--- src/rtl/axi_w_burst_master_if.sv ---
// AXI3 write-path channel bundle (AW, W, B) between the burst write master and the interconnect.
interface axi_w_burst_master_if #(
    parameter int DATA_WIDTH = 32,
    parameter int ADDR_WIDTH = 32,
    parameter int ID_WIDTH   = 6,
    parameter int STRB_WIDTH = DATA_WIDTH / 8
) ();
    // Write address channel
    logic [ADDR_WIDTH-1:0] AWADDR;
    logic [3:0]            AWLEN;
    logic [2:0]            AWSIZE;
    logic [1:0]            AWBURST;
    logic [ID_WIDTH-1:0]   AWID;
    logic                  AWVALID;
    logic                  AWREADY;
    // Write data channel
    logic [DATA_WIDTH-1:0] WDATA;
    logic [STRB_WIDTH-1:0] WSTRB;
    logic [ID_WIDTH-1:0]   WID;
    logic                  WLAST;
    logic                  WVALID;
    logic                  WREADY;
    // Write response channel
    logic [1:0]            BRESP;
    logic [ID_WIDTH-1:0]   BID;
    logic                  BVALID;
    logic                  BREADY;

    // Handshake rule on every channel: a transfer happens on a rising ACLK edge where
    // VALID and READY are both high; the source holds VALID and its payload stable
    // until that edge, and VALID never waits on READY.
    modport master (
        output AWADDR, AWLEN, AWSIZE, AWBURST, AWID, AWVALID,
        input  AWREADY,
        output WDATA, WSTRB, WID, WLAST, WVALID,
        input  WREADY,
        input  BRESP, BID, BVALID,
        output BREADY
    );

    modport slave (
        input  AWADDR, AWLEN, AWSIZE, AWBURST, AWID, AWVALID,
        output AWREADY,
        input  WDATA, WSTRB, WID, WLAST, WVALID,
        output WREADY,
        output BRESP, BID, BVALID,
        input  BREADY
    );
endinterface

--- src/rtl/axi_w_burst_master.sv ---
// AXI3 burst write master: one outstanding transaction, 1-16 beats, FIXED/INCR/WRAP,
// local legality check, independent AW and W progress, B response with ID-match check.
module axi_w_burst_master #(
    parameter int DATA_WIDTH = 32,
    parameter int ADDR_WIDTH = 32,
    parameter int ID_WIDTH   = 6,
    parameter int STRB_WIDTH = DATA_WIDTH / 8
) (
    input  logic                  ACLK,
    input  logic                  ARESETn,
    axi_w_burst_master_if.master  axi,
    // Request port (valid/ready)
    input  logic                  req_valid,
    output logic                  req_ready,
    input  logic [ADDR_WIDTH-1:0] req_addr,
    input  logic [3:0]            req_len,
    input  logic [2:0]            req_size,
    input  logic [1:0]            req_burst,
    input  logic [ID_WIDTH-1:0]   req_id,
    // Beat data port (valid/ready)
    input  logic                  wd_valid,
    output logic                  wd_ready,
    input  logic [DATA_WIDTH-1:0] wd_data,
    input  logic [STRB_WIDTH-1:0] wd_strb,
    // Completion port (valid/ready)
    output logic                  resp_valid,
    input  logic                  resp_ready,
    output logic [1:0]            resp_code,
    output logic [ID_WIDTH-1:0]   resp_id,
    output logic                  resp_err,
    output logic                  busy
);
    typedef enum logic [1:0] {IDLE, XFER, WAIT_B, RESP} state_t;

    localparam logic [2:0] SIZE_MAX   = 3'($clog2(STRB_WIDTH));
    localparam logic [1:0] BURST_INCR = 2'b01;
    localparam logic [1:0] BURST_WRAP = 2'b10;
    localparam logic [1:0] BURST_RSVD = 2'b11;

    state_t      r_state;
    logic [4:0]  r_ld_cnt;   // beats taken from wd so far; reaches 16 on a full-length burst
    logic        r_aw_done;
    logic        r_w_done;

    logic [12:0] w_bytes;
    logic [12:0] w_end;
    logic        w_wrap_len_ok;
    logic        w_illegal;
    logic        w_aw_hs;
    logic        w_w_hs;
    logic        w_wlast_hs;
    logic        w_wd_hs;
    logic        w_aw_ok;
    logic        w_w_ok;

    // Legality of the request currently offered on the request port
    assign w_bytes       = ({9'd0, req_len} + 13'd1) << req_size;
    assign w_end         = {1'b0, req_addr[11:0]} + w_bytes;
    assign w_wrap_len_ok = (req_len == 4'd1) || (req_len == 4'd3) ||
                           (req_len == 4'd7) || (req_len == 4'd15);
    assign w_illegal     = (req_burst == BURST_RSVD) ||
                           (req_size > SIZE_MAX) ||
                           ((req_burst == BURST_WRAP) && !w_wrap_len_ok) ||
                           ((req_burst == BURST_INCR) && (w_end > 13'd4096));

    // Channel handshakes seen this cycle
    assign w_aw_hs    = axi.AWVALID && axi.AWREADY;
    assign w_w_hs     = axi.WVALID && axi.WREADY;
    assign w_wlast_hs = w_w_hs && axi.WLAST;
    assign w_wd_hs    = wd_valid && wd_ready;
    assign w_aw_ok    = r_aw_done || w_aw_hs;
    assign w_w_ok     = r_w_done || w_wlast_hs;

    // A beat is taken only while beats remain and the W register is free or draining this cycle
    assign wd_ready   = (r_state == XFER) && (r_ld_cnt <= {1'b0, axi.AWLEN}) &&
                        (!axi.WVALID || axi.WREADY);
    assign req_ready  = (r_state == IDLE);
    assign busy       = (r_state != IDLE);
    assign resp_valid = (r_state == RESP);
    assign axi.BREADY = (r_state == WAIT_B);

    // Transaction FSM with the AW/W payload and completion registers
    always_ff @(posedge ACLK or negedge ARESETn) begin
        if (!ARESETn) begin
            r_state     <= IDLE;
            r_ld_cnt    <= 5'd0;
            r_aw_done   <= 1'b0;
            r_w_done    <= 1'b0;
            axi.AWADDR  <= '0;
            axi.AWLEN   <= 4'd0;
            axi.AWSIZE  <= 3'd0;
            axi.AWBURST <= 2'd0;
            axi.AWID    <= '0;
            axi.AWVALID <= 1'b0;
            axi.WDATA   <= '0;
            axi.WSTRB   <= '0;
            axi.WID     <= '0;
            axi.WLAST   <= 1'b0;
            axi.WVALID  <= 1'b0;
            resp_code   <= 2'b00;
            resp_id     <= '0;
            resp_err    <= 1'b0;
        end else begin
            case (r_state)
                IDLE: begin
                    if (req_valid) begin
                        if (w_illegal) begin
                            // Rejected locally: nothing goes out on AXI
                            resp_code <= 2'b10;
                            resp_err  <= 1'b1;
                            resp_id   <= req_id;
                            r_state   <= RESP;
                        end else begin
                            // AW payload doubles as the latched request for the whole transaction
                            axi.AWADDR  <= req_addr;
                            axi.AWLEN   <= req_len;
                            axi.AWSIZE  <= req_size;
                            axi.AWBURST <= req_burst;
                            axi.AWID    <= req_id;
                            axi.AWVALID <= 1'b1;
                            r_aw_done   <= 1'b0;
                            r_w_done    <= 1'b0;
                            r_ld_cnt    <= 5'd0;
                            r_state     <= XFER;
                        end
                    end
                end
                XFER: begin
                    if (w_aw_hs) begin
                        axi.AWVALID <= 1'b0;
                        r_aw_done   <= 1'b1;
                    end
                    // W runs independently of AW; data may finish before the address
                    if (w_wd_hs) begin
                        axi.WDATA  <= wd_data;
                        axi.WSTRB  <= wd_strb;
                        axi.WID    <= axi.AWID;
                        axi.WVALID <= 1'b1;
                        axi.WLAST  <= (r_ld_cnt[3:0] == axi.AWLEN);
                        r_ld_cnt   <= r_ld_cnt + 5'd1;
                    end else if (axi.WREADY) begin
                        axi.WVALID <= 1'b0;
                        axi.WLAST  <= 1'b0;
                    end
                    if (w_wlast_hs) begin
                        r_w_done <= 1'b1;
                    end
                    if (w_aw_ok && w_w_ok) begin
                        r_state <= WAIT_B;
                    end
                end
                WAIT_B: begin
                    if (axi.BVALID) begin
                        resp_code <= axi.BRESP;
                        resp_id   <= axi.BID;
                        resp_err  <= (axi.BID != axi.AWID);
                        r_state   <= RESP;
                    end
                end
                RESP: begin
                    if (resp_ready) begin
                        r_state <= IDLE;
                    end
                end
                default: r_state <= IDLE;
            endcase
        end
    end
endmodule

--- src/flat_wrapper.sv ---
// flat-port wrapper written by rule: the top's interface ports become plain ports
module axi_w_burst_master_flat 
#(
    parameter int DATA_WIDTH = 32,
    parameter int ADDR_WIDTH = 32,
    parameter int ID_WIDTH   = 6,
    parameter int STRB_WIDTH = DATA_WIDTH / 8
)
  (ACLK, ARESETn, req_valid, req_ready, req_addr, req_len, req_size, req_burst, req_id, wd_valid, wd_ready, wd_data, wd_strb, resp_valid, resp_ready, resp_code, resp_id, resp_err, busy, axi_AWADDR, axi_AWLEN, axi_AWSIZE, axi_AWBURST, axi_AWID, axi_AWVALID, axi_AWREADY, axi_WDATA, axi_WSTRB, axi_WID, axi_WLAST, axi_WVALID, axi_WREADY, axi_BRESP, axi_BID, axi_BVALID, axi_BREADY);
  axi_w_burst_master_if #(.DATA_WIDTH(DATA_WIDTH), .ADDR_WIDTH(ADDR_WIDTH), .ID_WIDTH(ID_WIDTH), .STRB_WIDTH(STRB_WIDTH)) axi_i ();
  input  logic ACLK;
  input  logic ARESETn;
  input  logic req_valid;
  output logic req_ready;
  input  logic [ADDR_WIDTH-1:0] req_addr;
  input  logic [3:0] req_len;
  input  logic [2:0] req_size;
  input  logic [1:0] req_burst;
  input  logic [ID_WIDTH-1:0] req_id;
  input  logic wd_valid;
  output logic wd_ready;
  input  logic [DATA_WIDTH-1:0] wd_data;
  input  logic [STRB_WIDTH-1:0] wd_strb;
  output logic resp_valid;
  input  logic resp_ready;
  output logic [1:0] resp_code;
  output logic [ID_WIDTH-1:0] resp_id;
  output logic resp_err;
  output logic busy;
  output wire logic [$bits(axi_i.AWADDR)-1:0] axi_AWADDR;
  output wire logic [$bits(axi_i.AWLEN)-1:0] axi_AWLEN;
  output wire logic [$bits(axi_i.AWSIZE)-1:0] axi_AWSIZE;
  output wire logic [$bits(axi_i.AWBURST)-1:0] axi_AWBURST;
  output wire logic [$bits(axi_i.AWID)-1:0] axi_AWID;
  output wire logic [$bits(axi_i.AWVALID)-1:0] axi_AWVALID;
  input wire logic [$bits(axi_i.AWREADY)-1:0] axi_AWREADY;
  output wire logic [$bits(axi_i.WDATA)-1:0] axi_WDATA;
  output wire logic [$bits(axi_i.WSTRB)-1:0] axi_WSTRB;
  output wire logic [$bits(axi_i.WID)-1:0] axi_WID;
  output wire logic [$bits(axi_i.WLAST)-1:0] axi_WLAST;
  output wire logic [$bits(axi_i.WVALID)-1:0] axi_WVALID;
  input wire logic [$bits(axi_i.WREADY)-1:0] axi_WREADY;
  input wire logic [$bits(axi_i.BRESP)-1:0] axi_BRESP;
  input wire logic [$bits(axi_i.BID)-1:0] axi_BID;
  input wire logic [$bits(axi_i.BVALID)-1:0] axi_BVALID;
  output wire logic [$bits(axi_i.BREADY)-1:0] axi_BREADY;
  assign axi_AWADDR = axi_i.AWADDR;
  assign axi_AWLEN = axi_i.AWLEN;
  assign axi_AWSIZE = axi_i.AWSIZE;
  assign axi_AWBURST = axi_i.AWBURST;
  assign axi_AWID = axi_i.AWID;
  assign axi_AWVALID = axi_i.AWVALID;
  assign axi_i.AWREADY = axi_AWREADY;
  assign axi_WDATA = axi_i.WDATA;
  assign axi_WSTRB = axi_i.WSTRB;
  assign axi_WID = axi_i.WID;
  assign axi_WLAST = axi_i.WLAST;
  assign axi_WVALID = axi_i.WVALID;
  assign axi_i.WREADY = axi_WREADY;
  assign axi_i.BRESP = axi_BRESP;
  assign axi_i.BID = axi_BID;
  assign axi_i.BVALID = axi_BVALID;
  assign axi_BREADY = axi_i.BREADY;
  axi_w_burst_master #(.DATA_WIDTH(DATA_WIDTH), .ADDR_WIDTH(ADDR_WIDTH), .ID_WIDTH(ID_WIDTH), .STRB_WIDTH(STRB_WIDTH)) u_core (.ACLK(ACLK), .ARESETn(ARESETn), .axi(axi_i), .req_valid(req_valid), .req_ready(req_ready), .req_addr(req_addr), .req_len(req_len), .req_size(req_size), .req_burst(req_burst), .req_id(req_id), .wd_valid(wd_valid), .wd_ready(wd_ready), .wd_data(wd_data), .wd_strb(wd_strb), .resp_valid(resp_valid), .resp_ready(resp_ready), .resp_code(resp_code), .resp_id(resp_id), .resp_err(resp_err), .busy(busy));
endmodule
--- config.mk ---
export PLATFORM = sky130hd
export DESIGN_NAME = axi_w_burst_master_flat
export DESIGN_NICKNAME = d
export VERILOG_FILES = /design/src/rtl/axi_w_burst_master_if.sv /design/src/rtl/axi_w_burst_master.sv /design/src/flat_wrapper.sv
export SDC_FILE = /design/constraint.sdc
export NUM_CORES = 1
export LEC_CHECK = 0
export CORE_MARGIN = 2
export CORE_UTILIZATION = 48
export CTS_CLUSTER_DIAMETER = 120
export DETAILED_ROUTE_END_ITERATION = 6
export PLACE_DENSITY = 0.88
export REMOVE_ABC_BUFFERS = 1
export SYNTH_ARGS = -nofsm -noshare
export SYNTH_HDL_FRONTEND = slang
export SYNTH_SLANG_ARGS = --single-unit
--- constraint.sdc ---
create_clock -name ACLK -period 5.4 [get_ports ACLK]
set_input_delay 0.54 -clock ACLK [delete_from_list [all_inputs] [get_ports ACLK]]
set_output_delay 0.54 -clock ACLK [all_outputs]
set_load 0.005 [all_outputs]
==> flow_summary_export.csv <==
group,metric,value,unit
status,status,"finished clean",
setup_path,arrival,5.29,ns
setup_path,criticalPathCategory,"primary input to flop",
route,vias_per_cell,5.412,
setup_path,cp_max_fo,14,
synthesis,synth_area,5532,um^2
grt,grt_pass1_wl,24.70,mm
synthesis,synth_area_per_cell,10.30,um^2
synthesis,synth_top_area_frac,0.4976,
placement,port_buffers,204,
grt,grt.total_usage,0.2454,
floorplanning,die_area,12400,um^2
timing,min_period,5.030,ns
layout,drive_above_1_share,0.1294,
floorplanning,start_util,0.4886,
placement,gp_congestion,0.9176,
synthesis,synthCells,537,
timing,report.final.setup_viol,0,
clocking,clockBufferDepth,2,
floorplanning,die_y,111.4,um
synthesis,yosys.area.top_type,"dfrtp_1",
setup_path,rr_startpoint,"u_core.r_state[0]$_DFFE_PN0P_",
synthesis,yosys_warnings,0,
floorplanning,num_io_pins,205,
layout,syn2layout_area_growth,44.47,%
setup_path,cp.required,5.66,ns
layout,antenna_cells,0,
layout,nets,860,
grt,first_global_vias,4987,
clocking,clockRootBuffer,"clkbuf_16",
floorplanning,design.core.area,11320,um^2
route,route.detailed.drc,0,
route,routed_wl,14.79,mm
flow_run,max_cap_viol_count,0,
setup_path,cp-startpoint,"req_len[0]",
synthesis,yosysSeqAreaShare,0.4976,
timing,fmax,0.1988,GHz
power,power_leakage,3.622,nW
timing,slew-limit-headroom,0.4487,
route,vias,4790,
timing,whs,0.2166,ns
clocking,htree_levels,3,
synthesis,synth_seq_cells,110,
route,first_pass_iters,4,
clocking,cts_tree,"done",
clocking,cts_resized,0,
synthesis,synthDistinctLibCells,55,
timing,clock_skew,0.007266,ns
min_path,hp-class,"primary input to asynchronous set/reset pin",
grt,grt-ovfl-total,0,
timing,setup_tns,0,ns
clocking,cts_made_buffers,9,
grt,antenna_found_initial,0,
timing,rsz0062_at_grt,"no",
layout,ff_latch_area,2753,um^2
grt,grt_max_degree,61,
synthesis,synth_most_common_cell,"nand2_1",
power,vdd_drop_max,0.2606,mV
synthesis,synth_edf_count,0,
route,detail-route-antenna-nets,0,
layout,multi_input_area,2615,um^2
timing,min_period_over_period,0.9315,
power,power_density,478.8,nW/um^2
synthesis,async_flop_share,1.000,
clocking,clkLatencyLatePin,0.34,ns
timing,tightest_slew,0.8061,ns
timing,finalMaxSlewViolations,0,
synthesis,synthTopCellsByArea,"dfrtp_1, mux2_2, nand2_1, ha_1, a21oi_1",
clocking,cts_hold_buffers,0,
clocking,post_cts_buffers,0,
setup_path,setup.worst_path.start_class,"primary input",
clocking,cts.sinks,110,
floorplanning,die_w,111.4,um
route,drt_iter0_markers,253,
layout,fillCellCount,849,
floorplanning,num_rows,39,
setup_path,cp-end-kind,"flop",
timing,hold_violations,0,
synthesis,synth_flop_cell,"dfrtp_1",
clocking,clk_pin_slew,0.07,ns
synthesis,synth_common_cells,"nand2_1, dfrtp_1, mux2_2",
route,wl_per_cell,16.71,um
placement,hpwl,11.14,mm
power,finalPower,3.826,mW
## layout by cell type, fill, tap and decap left out, types with 4 or more instances in the layout
master           instances
a2111oi_0                4
a211o_1                  4
a21o_1                   5
a21oi_1                 21
and2_1                   5
buf_4                    6
clkbuf_16                9
clkdlybuf4s50_1        203
dfrtp_1                110
ha_1                    23
inv_1                   19
mux2_2                  62
nand2_1                142
nand2b_1                 5
nand3_1                  8
nand4_1                  5
nor2_1                  13
nor3_1                   7
o21a_1                   4
o21ai_0                 15
xnor2_1                  4
xor2_1                   6
## logic make-up (layout without fill, tap and decap cells)
family,count (synthesis),after routing,synth area share
simple gates,207,207,0.1690
flops,110,110,0.4976
compound gates,83,83,0.1043
mux,63,63,0.1280
buf+inv,40,245,0.02963
fa+ha+maj,24,24,0.05564
xor+xnor,10,10,0.01583
## layout make-up
class                           instances  share of cell area
Sequential cell                       110              0.3444
Multi-Input combinational cell        387              0.3272
Timing Repair Buffer                  210              0.2624
Clock buffer                           11             0.03037
Tap cell                              143             0.02239
Inverter                               19            0.008924
Clock inverter                          5            0.004227
## worst paths after layout
kind                                                     to  slack, ns  cells after the start
max                          u_core.r_ld_cnt[4]$_DFFE_PN0P_       0.37                     18
min                        u_core.axi.AWADDR[6]$_DFFE_PN0P_       0.22                      1
max reg2reg                  u_core.r_ld_cnt[4]$_DFFE_PN0P_       1.99                     10
min reg2reg                   u_core.axi.WID[1]$_DFFE_PN0P_       0.48                      2
max in group asynchronous    u_core.r_ld_cnt[4]$_DFFE_PN0P_       3.97                      2
min in group ACLK             u_core.axi.WID[1]$_DFFE_PN0P_       0.48                      2
## sequential cells by signal, indices dropped and copies added (netlist names), 3 cells and up
name / cells
u_core.axi.WSTRB: 4
u_core.r_ld_cnt: 5
u_core.resp_id: 6
u_core.axi.AWID: 6
u_core.axi.WID: 6
u_core.axi.AWSIZE: 3
u_core.axi.AWADDR: 32
u_core.axi.AWLEN: 4
u_core.axi.WDATA: 32
## layer usage
layer | vias up | wire length [um] | global-route usage
li1 | 2259 | - | -
met1 | 2325 | 5939 | 0.3040
met2 | 182 | 7528 | 0.4248
met3 | 24 | 1046 | 0.06097
met4 | 0 | 274 | 0.07819
met5 | - | 0 | 0
## worst max-delay path, stage by stage
cell and delay (ns):
clkdlybuf4s50_1 0.65, ha_1 0.29, xor2_1 0.28, nor2_1 0.08, a211oi_1 0.22, a21oi_1 0.10, o22ai_1 0.21, ha_1 0.32
and4_4 0.20, and2_1 0.17, a211o_1 0.35, xor2_1 0.16, or4b_4 0.57, nor4_4 0.39, nor2_4 0.10, buf_4 0.21
a211o_1 0.31, a21oi_1 0.14
## metrics by stage
step	cell area, um^2	cells	setup WS, ns	utilization
floorplan	5439	516	0.6462	-
global placement	7715	869	0.2432	0.6815
detailed placement	7715	869	0.06616	0.6815
CTS	7991	885	0.4136	0.7059
global route	7991	885	0.01412	0.7059
finish	7991	885	0.3697	0.7059
## where the power goes
group | leakage, nW | internal, mW | total (mW) | switching [mW]
logic | 2.12 | 1.08 | 1.77 | 0.692
clock network | 0.137 | 0.327 | 0.625 | 0.298
registers | 1.37 | 1.19 | 1.43 | 0.238
total | 3.62 | 2.60 | 3.83 | 1.23
Note: power is estimated with default switching activity, not from simulation.
